$ cat src/rtl/mips_cpu_state_sequencer_if.sv
// Control/status bundle between the multicycle CPU controller and its state sequencer.
// The master side is the controller/datapath and the slave side is the sequencer.
interface mips_cpu_state_sequencer_if #(
    parameter int unsigned COUNT_W = 32
);
    logic               waitrequest;
    logic               memread;
    logic               memwrite;
    logic               threecycle;
    logic               jump_taken;
    logic               target_is_zero;
    logic [2:0]         state;
    logic               active;
    logic               stall;
    logic               delay_slot;
    logic [COUNT_W-1:0] instr_count;

    modport master (
        output waitrequest, memread, memwrite, threecycle, jump_taken, target_is_zero,
        input  state, active, stall, delay_slot, instr_count
    );

    modport slave (
        input  waitrequest, memread, memwrite, threecycle, jump_taken, target_is_zero,
        output state, active, stall, delay_slot, instr_count
    );
endinterface

$ cat src/rtl/mips_cpu_state_sequencer.sv
// Multicycle state sequencer: FETCH/DECODE/EXEC1/EXEC2 stepping, waitrequest freeze,
// branch delay-slot tracking, halt after a jump to address 0, retired-instruction count.
module mips_cpu_state_sequencer #(
    parameter int unsigned COUNT_W = 32
) (
    input logic                     clk,
    input logic                     reset,
    mips_cpu_state_sequencer_if.slave bus
);

    typedef enum logic [2:0] {
        S_HALTED = 3'd0,
        S_FETCH  = 3'd1,
        S_DECODE = 3'd2,
        S_EXEC1  = 3'd3,
        S_EXEC2  = 3'd4
    } state_e;

    state_e             state_q, state_d;
    logic               active_q, active_d;
    logic               delay_slot_q, delay_slot_d;
    logic               halt_pending_q, halt_pending_d;
    logic               jl_q, jl_d;
    logic               zl_q, zl_d;
    logic [COUNT_W-1:0] count_q, count_d;

    logic               stall_c;
    logic               jl_n;
    logic               zl_n;
    logic               retire;

    // active_q is a register, so stall has no combinational path from state.
    always_comb stall_c = active_q & (bus.memread | bus.memwrite) & bus.waitrequest;

    always_comb begin
        state_d        = state_q;
        active_d       = active_q;
        delay_slot_d   = delay_slot_q;
        halt_pending_d = halt_pending_q;
        jl_d           = jl_q;
        zl_d           = zl_q;
        count_d        = count_q;
        retire         = 1'b0;

        // Jump sampling folds into the retire decision of the same edge.
        jl_n = jl_q | (bus.jump_taken & ~delay_slot_q);
        zl_n = (bus.jump_taken & ~delay_slot_q) ? bus.target_is_zero : zl_q;

        if (!stall_c) begin
            unique case (state_q)
                S_HALTED: state_d = S_HALTED;
                S_FETCH:  state_d = S_DECODE;
                S_DECODE: state_d = S_EXEC1;
                S_EXEC1: begin
                    jl_d = jl_n;
                    zl_d = zl_n;
                    if (bus.threecycle) retire = 1'b1;
                    else                state_d = S_EXEC2;
                end
                S_EXEC2: begin
                    jl_d   = jl_n;
                    zl_d   = zl_n;
                    retire = 1'b1;
                end
                default: begin
                    state_d = S_FETCH;
                    jl_d    = 1'b0;
                    zl_d    = 1'b0;
                end
            endcase

            if (retire) begin
                count_d = count_q + 1'b1;
                jl_d    = 1'b0;
                zl_d    = 1'b0;
                state_d = S_FETCH;
                if (delay_slot_q) begin
                    delay_slot_d = 1'b0;
                    if (halt_pending_q) begin
                        state_d        = S_HALTED;
                        active_d       = 1'b0;
                        halt_pending_d = 1'b0;
                    end
                end else if (jl_n) begin
                    delay_slot_d   = 1'b1;
                    halt_pending_d = zl_n;
                end
            end
        end
    end

    always_ff @(posedge clk) begin
        if (reset) begin
            state_q        <= S_FETCH;
            active_q       <= 1'b1;
            delay_slot_q   <= 1'b0;
            halt_pending_q <= 1'b0;
            jl_q           <= 1'b0;
            zl_q           <= 1'b0;
            count_q        <= '0;
        end else begin
            state_q        <= state_d;
            active_q       <= active_d;
            delay_slot_q   <= delay_slot_d;
            halt_pending_q <= halt_pending_d;
            jl_q           <= jl_d;
            zl_q           <= zl_d;
            count_q        <= count_d;
        end
    end

    assign bus.state       = state_q;
    assign bus.active      = active_q;
    assign bus.stall       = stall_c;
    assign bus.delay_slot  = delay_slot_q;
    assign bus.instr_count = count_q;

endmodule

$ cat src/flat_wrapper.sv
// flat-port wrapper written by rule: the top's interface ports become plain ports
module mips_cpu_state_sequencer_flat 
#(
    parameter int unsigned COUNT_W = 32
)
  (clk, reset, bus_waitrequest, bus_memread, bus_memwrite, bus_threecycle, bus_jump_taken, bus_target_is_zero, bus_state, bus_active, bus_stall, bus_delay_slot, bus_instr_count);
  mips_cpu_state_sequencer_if #(.COUNT_W(COUNT_W)) bus_i ();
  input logic clk;
  input logic reset;
  input wire logic [$bits(bus_i.waitrequest)-1:0] bus_waitrequest;
  input wire logic [$bits(bus_i.memread)-1:0] bus_memread;
  input wire logic [$bits(bus_i.memwrite)-1:0] bus_memwrite;
  input wire logic [$bits(bus_i.threecycle)-1:0] bus_threecycle;
  input wire logic [$bits(bus_i.jump_taken)-1:0] bus_jump_taken;
  input wire logic [$bits(bus_i.target_is_zero)-1:0] bus_target_is_zero;
  output wire logic [$bits(bus_i.state)-1:0] bus_state;
  output wire logic [$bits(bus_i.active)-1:0] bus_active;
  output wire logic [$bits(bus_i.stall)-1:0] bus_stall;
  output wire logic [$bits(bus_i.delay_slot)-1:0] bus_delay_slot;
  output wire logic [$bits(bus_i.instr_count)-1:0] bus_instr_count;
  assign bus_i.waitrequest = bus_waitrequest;
  assign bus_i.memread = bus_memread;
  assign bus_i.memwrite = bus_memwrite;
  assign bus_i.threecycle = bus_threecycle;
  assign bus_i.jump_taken = bus_jump_taken;
  assign bus_i.target_is_zero = bus_target_is_zero;
  assign bus_state = bus_i.state;
  assign bus_active = bus_i.active;
  assign bus_stall = bus_i.stall;
  assign bus_delay_slot = bus_i.delay_slot;
  assign bus_instr_count = bus_i.instr_count;
  mips_cpu_state_sequencer #(.COUNT_W(COUNT_W)) u_core (.clk(clk), .reset(reset), .bus(bus_i));
endmodule
$ cat config.mk
export PLATFORM = sky130hd
export DESIGN_NAME = mips_cpu_state_sequencer_flat
export DESIGN_NICKNAME = d
export VERILOG_FILES = /design/src/rtl/mips_cpu_state_sequencer_if.sv /design/src/rtl/mips_cpu_state_sequencer.sv /design/src/flat_wrapper.sv
export SDC_FILE = /design/constraint.sdc
export NUM_CORES = 1
export LEC_CHECK = 0
export CORE_UTILIZATION = 40
export DETAILED_ROUTE_END_ITERATION = 8
export PLACE_DENSITY_LB_ADDON = 0.3
export SYNTH_ARGS = -nofsm -noshare
export SYNTH_HDL_FRONTEND = slang
export SYNTH_SLANG_ARGS = --single-unit
$ cat constraint.sdc
create_clock -name clk -period 1.9 [get_ports clk]
set_input_delay 0.57 -clock clk [delete_from_list [all_inputs] [get_ports clk]]
set_output_delay 0.57 -clock clk [all_outputs]
set_load 0.02 [all_outputs]
---- Word-level counts from Yosys, hierarchy flattened ----
Index checks and enable logic that the tools add are counted.
storage, ports and cells
  flip-flop bits (word level) ............. 40
  latch bits .............................. 0
  memory bits (writable) .................. 0
  bits in read-only memories .............. 0
  input bits .............................. 8
  output and inout bits ................... 38
  logic and storage cells ................. 48
  memories ................................ 0
operators by class
  add/sub/neg operators ................... 1
  multipliers ............................. 0
  div/mod/pow operators ................... 0
  magnitude comparators ................... 0
  eq/ne operators ......................... 7
  shift operators ......................... 0
  muxes and demuxes ....................... 17
  bitwise gates (word level) .............. 7
  reduce and logical (&&, ||, !) cells .... 9
operator list
  operator               number
  $add 32x1->32 const B  1
  $pmux 3 s5             1
  $mux 1                 10
  $mux 3                 3
  $eq 3x2->1 const B     2
  $pmux 1 s2             3
  $reduce_and 3->1       2
  $ne 2x1->1 const B     2
  $reduce_and 2->1       2
  $reduce_and 4->1       1
  $and 1x1->1            3
  $eq 3x1->1 const B     1
  $eq 3x3->1 const B     1
  $logic_not 3->1        1
  $ne 3x2->1 const B     1
  $reduce_or 3->1        1
  $not 1->1              2
  $or 1x1->1             2
  $reduce_bool 2->1      1
  $reduce_or 2->1        1

---- Logic depth before layout (Yosys ltp) ----
  word-level depth ........................ 6
  depth in mapped cells ................... 8
  depth with buffers taken out ............ 6

---- Worst setup path after synthesis ----
Ideal clock, no wire load.
  path kind ............................... input to register
  start ................................... in bus_memwrite
  end ..................................... reg u_core.zl_q
  setup time .............................. 0.065 ns
  arrival ................................. 1.763 ns
  required time ........................... 1.835 ns
  slack ................................... 0.072 ns
  stages on the path ...................... 6
  buffers on the path ..................... 0
  cells stage by stage .................... o211ai_2 -> inv_1 -> or4_1 -> nor2_1 -> a21oi_1 -> nor2_1
between the ends
  cells in the longest elaborated chain, start to end .. 5
RTL lines
  what                        RTL line                         RTL
  start: declaration          flat_wrapper.sv:12               input wire logic [$bits(bus_i.memwrite)-1:0] bus_memwrite;
  $or 1x1->1                  mips_cpu_state_sequencer.sv:33   always_comb stall_c = active_q & (bus.memread | bus.memwrite) & bus.waitrequest;
  $and 1x1->1 (2 in a row)    mips_cpu_state_sequencer.sv:33
  net bus_stall               flat_wrapper.sv:18               output wire logic [$bits(bus_i.stall)-1:0] bus_stall;
  $not 1->1 (no line)         --
  $reduce_and 2->1 (no line)  --
  end signal: assignment      mips_cpu_state_sequencer.sv:107  zl_q <= zl_d;
  end: declaration            mips_cpu_state_sequencer.sv:24   logic zl_q, zl_d;
The timed path passes the listed nets, and every way through them passes these cells.
A chain may end at the register's enable or synchronous reset.

---- Final worst setup path ----
  start ................................... reg u_core.count_q[6], in the netlist u_core.bus.instr_count[6]
  end ..................................... out bus_instr_count[6]
RTL lines
  what                      RTL line                         RTL
  start: declaration        mips_cpu_state_sequencer.sv:25   logic [COUNT_W-1:0] count_q, count_d;
  start signal: assignment  mips_cpu_state_sequencer.sv:108  count_q <= count_d;
  end: declaration          flat_wrapper.sv:20               output wire logic [$bits(bus_i.instr_count)-1:0] bus_instr_count;
No word-level cell between the ends.

==> impl_metrics.json <==
{
  "hold_viol": 0,
  "hpwl_mm": 2.91,
  "die_y_um": 72.4,
  "synth-seq-cells": 40,
  "synth_cell_types": 37,
  "grt_pass1_vias": 1724,
  "viasPerCell": 4.97,
  "regArea_um2": 802,
  "hold_path_depth": 2,
  "drcViolationCount": 0,
  "fillers": 428,
  "rows": 25,
  "antenna_found_initial": 0,
  "post-route-period-util": 0.985,
  "detail_route.first_pass.iterations": 4,
  "place_area_um2": 2610,
  "syn-cell-area_um2": 1980,
  "cp_top_family": "buffers and inverters",
  "cap_violations": 0,
  "clk_pin_slew_ns": 0.08,
  "ys.flop_type": "dfxtp_1",
  "synth-compound-area-share": 0.0783,
  "yosys.area_share.simple": 0.321,
  "r2r_slack_ns": 0.11,
  "reg2reg_from": "u_core.bus.instr_count[3]$_SDFFE_PP0P_",
  "crit_path_top_delay_cell": "clkdlybuf4s50_1",
  "leakage_nw": 1.33,
  "fmax_mhz": 534,
  "tightest_slew_ns": 0.457,
  "use_met3": 0.0347,
  "finalWirelength_mm": 4.83,
  "path_class": "register to output pin",
  "fin_skew_ns": 0.00429,
  "clock_path_buffers": 2,
  "synth-xor-area-share": 0.128,
  "tritoncts": "yes",
  "yosysSeqAreaShare": 0.404,
  "period_needed_ns": 1.87,
  "drt-initial-drc-count": 74,
  "setup_ws_ns": 0.0283,
  "syn-num-nets": 238,
  "synthArstFlopShare": 0,
  "worstHoldStart": "u_core.bus.state[2]$_SDFFE_PP0P_",
  "wl_per_cell_um": 13.3,
  "grt_overflow": 0,
  "worstHoldPathType": "register to register",
  "root_buffer": "clkbuf_8",
  "synth_edf_count": 0,
  "synth_cells": 229,
  "diodes": 0,
  "cp_num_buf_inv": 1,
  "powerDensity_nw_per_um2": 540,
  "synth_top_family_by_area": "simple AND/OR/NAND/NOR gates",
  "crit_chain": "clkdlybuf4s50_1",
  "arrival_ns": 1.30,
  "syn_to_final_growth_pct": 50.1,
  "cp.depth": 1,
  "status": "completed",
  "clock-sinks": 40,
  "drive_gt1_frac": 0.209,
  "slew_violations": 0,
  "insertion_delay_ns": 0.29,
  "multi_input_area_um2": 1240,
  "use_met1": 0.252,
  "dieArea_um2": 5240,
  "yosys_warnings": 0,
  "cp-start-kind": "register",
  "grt-busiest-layer": "met2",
  "synthAdderAreaFrac": 0.00631,
  "grtUsageMet2": 0.323,
  "power.total_w": 0.00161,
  "grt_max_degree": 36,
  "synthMuxAreaShare": 0.0152,
  "io_pins": 46,
  "fin_area_um2": 2970,
  "htree_levels": 2,
  "final_common_cell": "nor2_1",
  "final_cell_mix": "nor2_1 (43), dfxtp_1 (39), xnor2_1 (27), dlygate4sd2_1 (19), buf_4 (17)",
  "ir_worst_vdd_v": 0.000346,
  "slew_headroom": 0.694,
  "layout.nets": 305,
  "die_width_um": 72.4,
  "gp_congestion": 0.756,
  "endpoint_kind": "output pin",
  "cp.required_ns": 1.33,
  "ant_nets": 0,
  "core_region_area_um2": 4750,
  "startpoint": "u_core.bus.instr_count[6]$_SDFFE_PP0P_",
  "hold_ws_ns": 0.507,
  "port_buffers": 45,
  "grt_usage": 0.193,
  "cts_buffers": 5,
  "reg2reg_depth": 7,
  "grt_pass1_wl_mm": 7.99,
  "slowest_delay_ns": 0.63,
  "vias": 1809,
  "start_util": 0.417,
  "place_ws_ns": -0.510,
  "path_max_fanout": 3,
  "avgSynthCellArea_um2": 8.65,
  "setup_viol": 0
}
## worst reg2reg max path, cell delays in order, from the launching register on
cell	delay [ns]
dfxtp_1	0.43
and4_4	0.28
nand4_4	0.19
buf_6	0.19
buf_6	0.11
nor4_4	0.28
xnor2_1	0.15
nor2_1	0.06
## cell type report
type	count	share of cell area
Timing Repair Buffer	71	0.243
Inverter	8	0.0101
Sequential cell	40	0.270
Clock buffer	8	0.0303
Tap cell	67	0.0282
Multi-Input combinational cell	170	0.419
## synthesized netlist by cell type, types with 3 or more instances
cell / count / area share
nor2_1: 43 / 0.081
dfxtp_1: 40 / 0.40
xnor2_1: 27 / 0.12
nor3_1: 16 / 0.040
nand2_1: 13 / 0.025
a21oi_1: 12 / 0.030
nand3_1: 12 / 0.030
inv_1: 8 / 0.015
clkbuf_1: 7 / 0.013
nor4_2: 5 / 0.032
and4_1: 4 / 0.018
nor4_1: 4 / 0.013
o21ai_0: 4 / 0.010
mux2i_1: 3 / 0.015
or3_1: 3 / 0.0095
## layer usage
metal	up-vias	routed length (um)
met2	45	2390
met3	6	171
met5	-	0
met1	836	2220
met4	0	47
li1	922	-
## cells by family (layout without fill, tap and decap cells)
| kind of cell | count (synthesis) | in the layout |
|---|---|---|
| flops | 40 | 40 |
| compound gates | 23 | 24 |
| mux | 3 | 3 |
| buf+inv | 20 | 87 |
| fa+ha+maj | 1 | 1 |
| simple gates | 113 | 113 |
| xor+xnor | 29 | 29 |
## power by group
part / leakage (nW) / internal (W) / switching [W] / total, W
logic: 0.966 / 0.0000761 / 0.0000806 / 0.000157
clock network: 0.0455 / 0.000297 / 0.000290 / 0.000587
registers: 0.323 / 0.000848 / 0.0000146 / 0.000863
total: 1.33 / 0.00122 / 0.000385 / 0.00161
## stage by stage
step                cells   util  TNS (ns)
floorplan             229      -         0
global placement      346  0.548    -12.73
detailed placement    346  0.548    -13.53
CTS                   362  0.614   -0.0250
global route          364  0.626  -0.00842
finish                364  0.626         0
## sequential cells by signal (all words and copies together) (netlist names)
register,flops
u_core.bus.state,3
u_core.bus.instr_count,32
u_core.jl_q,1
u_core.bus.delay_slot,1
u_core.halt_pending_q,1
u_core.bus.active,1
u_core.zl_q,1
## worst paths after layout
kind / endpoint
setup / recovery: bus_instr_count[6]
hold / removal: u_core.bus.state[2]$_SDFFE_PP0P_
setup reg to reg: u_core.bus.instr_count[11]$_SDFFE_PP0P_
hold reg to reg: u_core.bus.state[2]$_SDFFE_PP0P_
## timing repair
| item | in CTS | in global routing |
|---|---|---|
| gates resized for setup | 50 | 17 |
| hold buffers | 0 | 0 |
| buffers inserted | 4 | 2 |
| pin swaps | 8 | 4 |
| endpoints found under the setup margin | 47 | 41 |
| gates cloned | 4 | 0 |
Note: power is estimated with default switching activity, not from simulation.
